## src/rtl/mips_bus_pkg.sv

```systemverilog
// mips_bus_pkg: shared bus state enum, word/lane widths, reset vector and wait-LFSR tap mask
package mips_bus_pkg;
  typedef enum logic {IDLE, WAIT} bus_state_t;
  localparam int WORD_W = 32;
  localparam int BE_W = 4;
  localparam logic [WORD_W-1:0] RESET_VECTOR = 32'hBFC00000;
  localparam logic [15:0] LFSR_TAPS = 16'hB400;
endpackage

```

## src/rtl/mips_bus_wait_lfsr.sv

```systemverilog
// mips_bus_wait_lfsr: 16-bit Fibonacci LFSR (taps 16,14,13,11); in clk reset seed adv, out state
module mips_bus_wait_lfsr
  import mips_bus_pkg::*;
(
  input  logic        clk,
  input  logic        reset,
  input  logic [15:0] seed,
  input  logic        adv,
  output logic [15:0] state
);
  always_ff @(posedge clk)
    if (reset) state <= seed;
    else if (adv) state <= {state[14:0], ^(state & LFSR_TAPS)};
endmodule

```

## config.mk

```make
export PLATFORM = sky130hd
export DESIGN_NAME = mips_bus_wait_lfsr
export DESIGN_NICKNAME = d
export VERILOG_FILES = /design/src/rtl/mips_bus_pkg.sv /design/src/rtl/mips_bus_wait_lfsr.sv
export SDC_FILE = /design/constraint.sdc
export NUM_CORES = 1
export LEC_CHECK = 0
export BUFFER_PORTS_ARGS = -buffer_cell sky130_fd_sc_hd__clkbuf_2
export CAP_MARGIN = 30
export CELL_PAD_IN_SITES_DETAIL_PLACEMENT = 1
export CELL_PAD_IN_SITES_GLOBAL_PLACEMENT = 1
export CORE_AREA = 2 2 58 49
export DETAILED_ROUTE_END_ITERATION = 12
export DIE_AREA = 0 0 60 51
export GPL_ROUTABILITY_DRIVEN = 0
export PLACE_DENSITY_LB_ADDON = 0.25
export SYNTH_ARGS = -nofsm -noshare
export SYNTH_HDL_FRONTEND = slang
export SYNTH_SLANG_ARGS = --single-unit
```

## constraint.sdc

```tcl
create_clock -name clk -period 1.05 [get_ports clk]
set_input_delay 0.0525 -clock clk [delete_from_list [all_inputs] [get_ports clk]]
set_output_delay 0.0525 -clock clk [all_outputs]
set_load 0.005 [all_outputs]
```

==> impl_metrics.yaml, run 1 <==
place:
  numPortBuffers: 34
  dp_hpwl_um: 1050
  post-place-ws_ns: -0.0377
  placed_area_um2: 965
global_route:
  grt_max_degree: 19
  overflow: 0
  antenna_found_initial: 0
  grt_pass1_vias: 494
  grt_first_pass_wirelength_um: 2350
  grt_usage_pct: 10.8
setup_path:
  reg2reg_depth: 3
  critical_path.max_fanout: 2
  r2r-start: "state[10]"
  worst_setup_path_start_kind: "flop"
  r2r-end: "state[0]"
  crit_type: "reg -> reg"
  ff2ff_setup_slack_ns: -0.04
  crit_path_start: "state[10]"
  critical_path_required_ns: 1.09
  worstSetupEndpointType: "flop"
  arrival_ns: 1.13
route:
  wl_per_cell_um: 12.3
  viasPerCell: 4.02
  dr.pass1.iters: 2
  drt_iter0_drc: 5
  via_count: 466
  route.detailed.drc: 0
  wl_um: 1420
  detail-route-antenna-nets: 0
  met1_length_um: 702
  highest_layer: "met4"
  dr_wl_met3_um: 86
  met2_length_um: 615
sta:
  finalCriticalPeriod_ns: 1.09
  rsz0062_at_grt: "yes"
  finalHoldViolCount: 0
  fin_crit_sh_pct: 104
  tns_ns: -0.0970
  skew_ns: 0.00571
  slew_violations: 0
  relSlewSlack_pct: 84.8
  fmax_mhz: 920
  hold_ws_ns: 0.0636
  worst_slack_ns: -0.0368
  setup_viol: 3
  worst_pin_slew_ns: 0.229
floorplan:
  initial_core_util_pct: 29.1
  ios: 35
  die_height_um: 51
  row_count: 17
  fp.coreArea_um2: 2570
  die_x_um: 60
  die_area_um2: 3060
pwr:
  power.switching_w: 0.000331
  pwr-share-clk_pct: 22.3
  p_leak_nw: 0.444
  max-vdd-ir-drop_mv: 0.462
  p_per_area_nw_per_um2: 1440
  intPower_w: 0.00112
  p_comb_share_pct: 19.9
  switching_share_pct: 22.8
  p_seq_share_pct: 57.8
  power_w: 0.00145
status:
  violations: "setup timing"
  status: "complete, but fails checks"
finish:
  fin_nets: 98
  drive_above_1_share_pct: 71.8
  area_delta_synth_final_pct: 34.8
  diodes: 0
  largestRegisters: "state x16"
  final_area_um2: 1010
  regMostFlops: "state"
  largest_reg_flops: 16
logic_synthesis:
  synthesis.area_um2: 748
  avgSynthCellArea_um2: 19.2
  synth_seq_cells: 16
  synth_cell_types: 9
  synthMuxAreaShare_pct: 26.1
  yosys_warnings: 0
  synthAdderAreaFrac_pct: 0
  seq_area_frac_synth_pct: 64.2
  synth-xor-area-share_pct: 3.51
  synthCells: 39
  synth_top_family_by_area: "multiplexers"
  synthesis.nets: 58
  synth-simple-area-share_pct: 1.34
  synth_compound_area_share_pct: 0.669
clock_tree:
  cts.sinks: 16
  cts-buffers-inserted: 3
  cts-root-buf: "clkbuf_4"
  ctsHoldBuffers: 0
  clkTransAtPathRegs_ns: 0.09
  insertion_delay_ns: 0.28
  cts_max_path_buffers: 2
  cts_tree: "yes"
  htree_levels: 1
min_path:
  min_from: "seed[0]"
  min_to: "state[0]"
  hold_depth: 3
  hp-class: "in -> reg"
run:
  cap_violations: 0
per-layer routing:
metal / track usage, % / vias to the layer above
met5: 0 / -
met4: 4.44 / 0
met3: 4.56 / 2
met2: 15.4 / 19
met1: 14.3 / 218
li1: - / 227
cell usage after synthesis, drive strengths merged:
master / count / area share (%)
o21ai: 1 / 0.67
edfxtp: 16 / 64
nand2: 1 / 0.50
mux2: 15 / 26
buf: 2 / 4.2
or2: 1 / 0.84
xnor2: 3 / 3.5
cells in the final DEF, fill, tap and decap left out:
master,count
buf_12,1
buf_4,1
buf_6,2
clkbuf_2,33
clkbuf_4,3
clkinv_1,1
edfxtp_1,16
mux2_2,8
mux2_4,7
nand2_1,1
o21ai_1,1
or2_4,1
xnor2_1,3
repair_timing:
action / in CTS / in global routing
pin swaps: 1 / 0
gates resized for setup: 1 / 1
endpoints found under the setup margin: 2 / 5
gates cloned: 0 / 0
setup buffers: 1 / 0
power groups by stage:
stage	registers [W]	clock network (W)	logic, W
after floorplan	0.000855	0	0.000146
after detailed placement	0.000854	0	0.000280
after CTS	0.000841	0.000344	0.000291
after global routing	0.000850	0.000381	0.000316
final	0.000838	0.000323	0.000289
after global placement	0.000852	0	0.000279
per-stage QoR:
stage	cells	utilization (%)
6_report	116	39.2
5_1_grt	116	39.2
4_1_cts	116	38.9
3_5_place_dp	111	37.5
3_3_place_gp	111	37.5
2_1_floorplan	39	-
how the worst max path moves through the flow:
stage          endpoint  depth (start not counted)
3_3_place_gp   state[0]                          3
2_1_floorplan  state[0]                          3
3_5_place_dp   state[0]                          3
5_1_grt        state[0]                          3
4_1_cts        state[0]                          3
6_report       state[0]                          3
kinds of logic after synthesis:
logic type,count (synthesis)
xor+xnor,3
simple gates,2
flops,16
buf+inv,2
mux,15
compound gates,1
worst max-delay path, cell delays in order (launching register included):
cell and delay (ns):
edfxtp_1 0.44, xnor2_1 0.19, xnor2_1 0.14, o21ai_1 0.07
final cells by class:
type / count / area (µm²)
clock inverter: 1 / 3.75
multi-input combinational: 21 / 239
sequential: 16 / 480
timing repair buffer: 37 / 215
clock buffer: 3 / 22.5
fill: 283 / 1570
tap: 38 / 47.5
Power figures use the tool's default switching activity.
==> inputs of run 2 (changes only) <==
==> constraint.sdc (replaced) <==
create_clock -name clk -period 1.05 [get_ports clk]
set_input_delay 0.315 -clock clk [delete_from_list [all_inputs] [get_ports clk]]
set_output_delay 0.315 -clock clk [all_outputs]
set_load 0.005 [all_outputs]
==> run 2 against run 1 <==
The run still ends with setup timing left. Die area unchanged. Via count up 11%. Power up 8.6%. Highest routed layer unchanged.
==> impl_metrics.yaml, run 2 (same netlist as run 1, synthesis figures left out) <==
setup_path:
  reg2reg_depth: 4
  worstSetupEndpointType: "primary output"
  critical_path.max_stage_delay_ns: 0.43
  critical_path_required_ns: 0.73
  worst_setup_path_start_kind: "flop"
  arrival_ns: 0.96
  crit_type: "reg -> out"
  cpMaxStageDelayCell: "edfxtp_1"
  worstPathCellList: "buf_6, clkbuf_2"
  critical_path.max_fanout: 2
sta:
  worst_pin_slew_ns: 0.230
  skew_ns: 0.00913
  rsz0062_at_grt: "yes"
  slew_violations: 0
  relSlewSlack_pct: 84.7
  finalCriticalPeriod_ns: 1.27
  fin_crit_sh_pct: 121
  setup_viol: 20
  hold_ws_ns: 0.319
  worst_slack_ns: -0.222
  finalHoldViolCount: 0
  fmax_mhz: 786
route:
  detail-route-antenna-nets: 0
  wl_per_cell_um: 12.5
  via_count: 517
  dr.pass1.iters: 2
  drt_iter0_drc: 5
  viasPerCell: 3.98
  route.detailed.drc: 0
  wl_um: 1620
floorplan:
  fp.coreArea_um2: 2570
  initial_core_util_pct: 29.1
  die_height_um: 51
  ios: 35
  die_area_um2: 3060
  row_count: 17
  die_x_um: 60
finish:
  fin_util_pct: 44.6
  fillCellCount: 284
  largest_reg_flops: 16
  final_cell_mix: "33 x clkbuf_2, 16 x edfxtp_1, 11 x buf_4"
  area_delta_synth_final_pct: 53.3
  largestRegisters: "state x16"
  fin_nets: 112
  layout_commonest_cell: "clkbuf_2"
  drive_above_1_share_pct: 78.3
  final_area_um2: 1150
  diodes: 0
  regMostFlops: "state"
clock_tree:
  cts.sinks: 16
  htree_levels: 1
  clkTransAtPathRegs_ns: 0.10
  cts-root-buf: "clkbuf_4"
  cts_tree: "yes"
  cts-buffers-inserted: 3
  insertion_delay_ns: 0.29
  cts_max_path_buffers: 2
place:
  placed_area_um2: 980
  post-place-ws_ns: -0.162
  numPortBuffers: 34
  dp_hpwl_um: 1090
global_route:
  grt_pass1_vias: 533
  antenna_found_initial: 0
  grt_max_degree: 19
  grt_first_pass_wirelength_um: 2490
  grt_usage_pct: 11.7
  overflow: 0
status:
  violations: "setup timing"
  status: "complete, but fails checks"
pwr:
  p_per_area_nw_per_um2: 1370
  max-vdd-ir-drop_mv: 0.632
  p_leak_nw: 0.532
run:
  cap_violations: 0
min_path:
  hold_depth: 3
  hp-class: "in -> reg"
==> run 2: cell count changes in the layout (fill, tap and decap cells not counted) <==
cell	before	now
mux2_4	7	8
buf_4	1	11
xnor2_1	3	1
buf_6	2	6
mux2_2	8	7
xnor2_2	0	2
==> run 2: stage by stage <==
stage          setup TNS [ns]  power (W)  instances
6_report                -2.13    0.00157        130
5_1_grt                 -3.28    0.00167        130
4_1_cts                 -2.16    0.00156        128
3_5_place_dp            -4.55    0.00115        113
3_3_place_gp            -4.11    0.00114        113
2_1_floorplan           -1.69    0.00100         39
==> run 2: critical path: cells and delay by family (launching register included) <==
kind | cells | cell delay [ns]
flip-flops | 1 | 0.43
buffers and inverters | 2 | 0.24
==> run 2: path summary, 6_finish.rpt <==
kind,start,to,slack [ns]
worst min-delay path,seed[0],state[0],0.32
worst max-delay path,state[12],state[12],-0.22
worst min register to register,state[5],state[6],0.59
worst max register to register,state[13],state[0],-0.18
==> run 2: repair_timing <==
action                                  4_1_cts  5_1_grt
gates resized for setup                       7        3
setup buffers                                11        2
endpoints found under the setup margin       20       23
pin swaps                                     1        1
hold buffers                                  0        0
==> run 2: layout make-up <==
cell class / count / area, µm² / area share [%]
clock inverter: 1 / 3.75 / 0.327
multi-input combinational: 21 / 258 / 22.5
clock buffer: 3 / 22.5 / 1.96
timing repair buffer: 51 / 335 / 29.2
tap: 38 / 47.5 / 4.14
sequential: 16 / 480 / 41.9
==> run 2: report_power, final <==
group	switching (W)	internal, W
sequential	0.0000415	0.000796
clock	0.000189	0.000138
combinational	0.000136	0.000274
total	0.000367	0.00121
==> run 2: metal layers <==
metal	vias up	track usage (%)	part of all wire, %
met1	240	13.4	41
met3	2	5.57	6.2
met4	0	3.33	0.68
li1	256	-	-
met2	19	19.2	52
met5	-	0	0
==> inputs of run 3 (changes only) <==
CELL_PAD_IN_SITES_DETAIL_PLACEMENT = 0   (was 1)
==> run 3 against run 2 <==
The flow still finishes with violations (setup timing). Sequential power is essentially flat. Clock-buffer cell count is the same. Worst setup slack gained 0.0016 ns. Maximum frequency grew 0.12%. Utilization shrank 0.58 points. Critical path type unchanged. Largest power group unchanged.
==> impl_metrics.yaml, run 3 (same netlist as run 1, synthesis figures left out) <==
status:
  status: "complete, but fails checks"
  violations: "setup timing"
finish:
  fin_nets: 110
  largestRegisters: "state x16"
  final_cell_mix: "33 x clkbuf_2, 16 x edfxtp_1, 9 x buf_4"
  final_area_um2: 1130
  layout_commonest_cell: "clkbuf_2"
  drive_above_1_share_pct: 77.8
  fin_util_pct: 44.0
  register_area_um2: 480
  multi_input_area_um2: 258
  fillCellCount: 251
  area_delta_synth_final_pct: 51.3
  regMostFlops: "state"
  largest_reg_flops: 16
  diodes: 0
run:
  cap_violations: 0
pwr:
  p_per_area_nw_per_um2: 1380
  max-vdd-ir-drop_mv: 0.657
  p_leak_nw: 0.523
setup_path:
  worstSetupEndpointType: "primary output"
  arrival_ns: 0.96
  ff2ff_setup_slack_ns: -0.18
  r2r-start: "state[13]"
  reg2reg_depth: 4
  worst_setup_path_start_kind: "flop"
  crit_path_start: "state[12]"
  cpMaxStageDelayCell: "edfxtp_1"
  worstPathCellList: "buf_6, clkbuf_2"
  crit_type: "reg -> out"
  r2r-end: "state[0]"
  cp-endpoint: "state[12]"
  critical_path.max_stage_delay_ns: 0.44
  critical_path_required_ns: 0.73
  critical_path.max_fanout: 2
sta:
  relSlewSlack_pct: 85.3
  fmax_mhz: 787
  rsz0062_at_grt: "yes"
  setup_viol: 20
  finalCriticalPeriod_ns: 1.27
  slew_violations: 0
  worst_slack_ns: -0.221
  finalHoldViolCount: 0
  worst_pin_slew_ns: 0.221
  skew_ns: 0.000809
  fin_crit_sh_pct: 121
floorplan:
  fp.coreArea_um2: 2570
  die_area_um2: 3060
  die_height_um: 51
  row_count: 17
  ios: 35
  initial_core_util_pct: 29.1
  die_x_um: 60
clock_tree:
  insertion_delay_ns: 0.28
  ctsHoldBuffers: 0
  cts_tree: "yes"
  clkTransAtPathRegs_ns: 0.09
  cts-root-buf: "clkbuf_4"
  cts-buffers-inserted: 3
  cts_max_path_buffers: 2
  htree_levels: 1
  cts.sinks: 16
route:
  dr.pass1.iters: 2
  route.detailed.drc: 0
  wl_um: 1400
  via_count: 505
  drt_iter0_drc: 9
  viasPerCell: 3.95
  detail-route-antenna-nets: 0
  wl_per_cell_um: 10.9
global_route:
  overflow: 0
  grt_pass1_vias: 468
  grt_usage_pct: 9.77
  grt_first_pass_wirelength_um: 2130
  grt_max_degree: 19
  antenna_found_initial: 0
min_path:
  hp-class: "in -> reg"
place:
  dp_hpwl_um: 985
  numPortBuffers: 34
  placed_area_um2: 980
run 3: timing repair:
item                       4_1_cts  5_1_grt
setup buffers                    9        2
gates resized for setup          5        5
setup endpoints to repair       19       21
run 3: area by class of cell:
cell class	instances	area share, %
Clock buffer	3	1.99
Clock inverter	1	0.331
Multi-Input combinational cell	21	22.8
Sequential cell	16	42.4
Tap cell	38	4.20
Timing Repair Buffer	49	28.3
run 3: layer usage:
layer / track usage (%) / wire (µm) / vias up
met3: 5.57 / 118 / 0
met4: 2.22 / 0 / 0
met1: 12.7 / 624 / 236
li1: - / - / 250
met5: 0 / 0 / -
met2: 13.9 / 654 / 19
run 3: how the worst min path moves through the flow:
stage	start	to	slack, ns	cells past startpoint
after floorplan	seed[0]	state[0]	0.51	2
after global placement	state[8]	state[9]	0.57	1
after detailed placement	state[1]	state[2]	0.57	1
after CTS	seed[4]	state[4]	0.32	2
after global routing	seed[14]	state[14]	0.31	2
final	seed[9]	state[9]	0.33	2
run 3: power by group:
part | internal, W | leakage (nW) | switching (W)
clock network | 0.000138 | 0.0154 | 0.000190
logic | 0.000267 | 0.344 | 0.000128
registers | 0.000796 | 0.163 | 0.0000398
total | 0.00120 | 0.523 | 0.000357
run 3: metrics by stage:
stage	worst slack [ns]	TNS, ns	cells	total power (W)	hold slack (ns)
after floorplan	-0.0819	-1.69	39	0.00100	0.506
final	-0.221	-2.02	128	0.00156	0.328
after CTS	-0.227	-2.19	126	0.00156	0.315
after global routing	-0.271	-3.17	128	0.00166	0.307
after detailed placement	-0.157	-4.40	113	0.00114	0.570
after global placement	-0.149	-4.11	113	0.00114	0.566
run 3: critical path, delay by kind of cell (launching register included):
kind	cells	cell delay [ns]
buffers and inverters	2	0.24
flip-flops	1	0.44
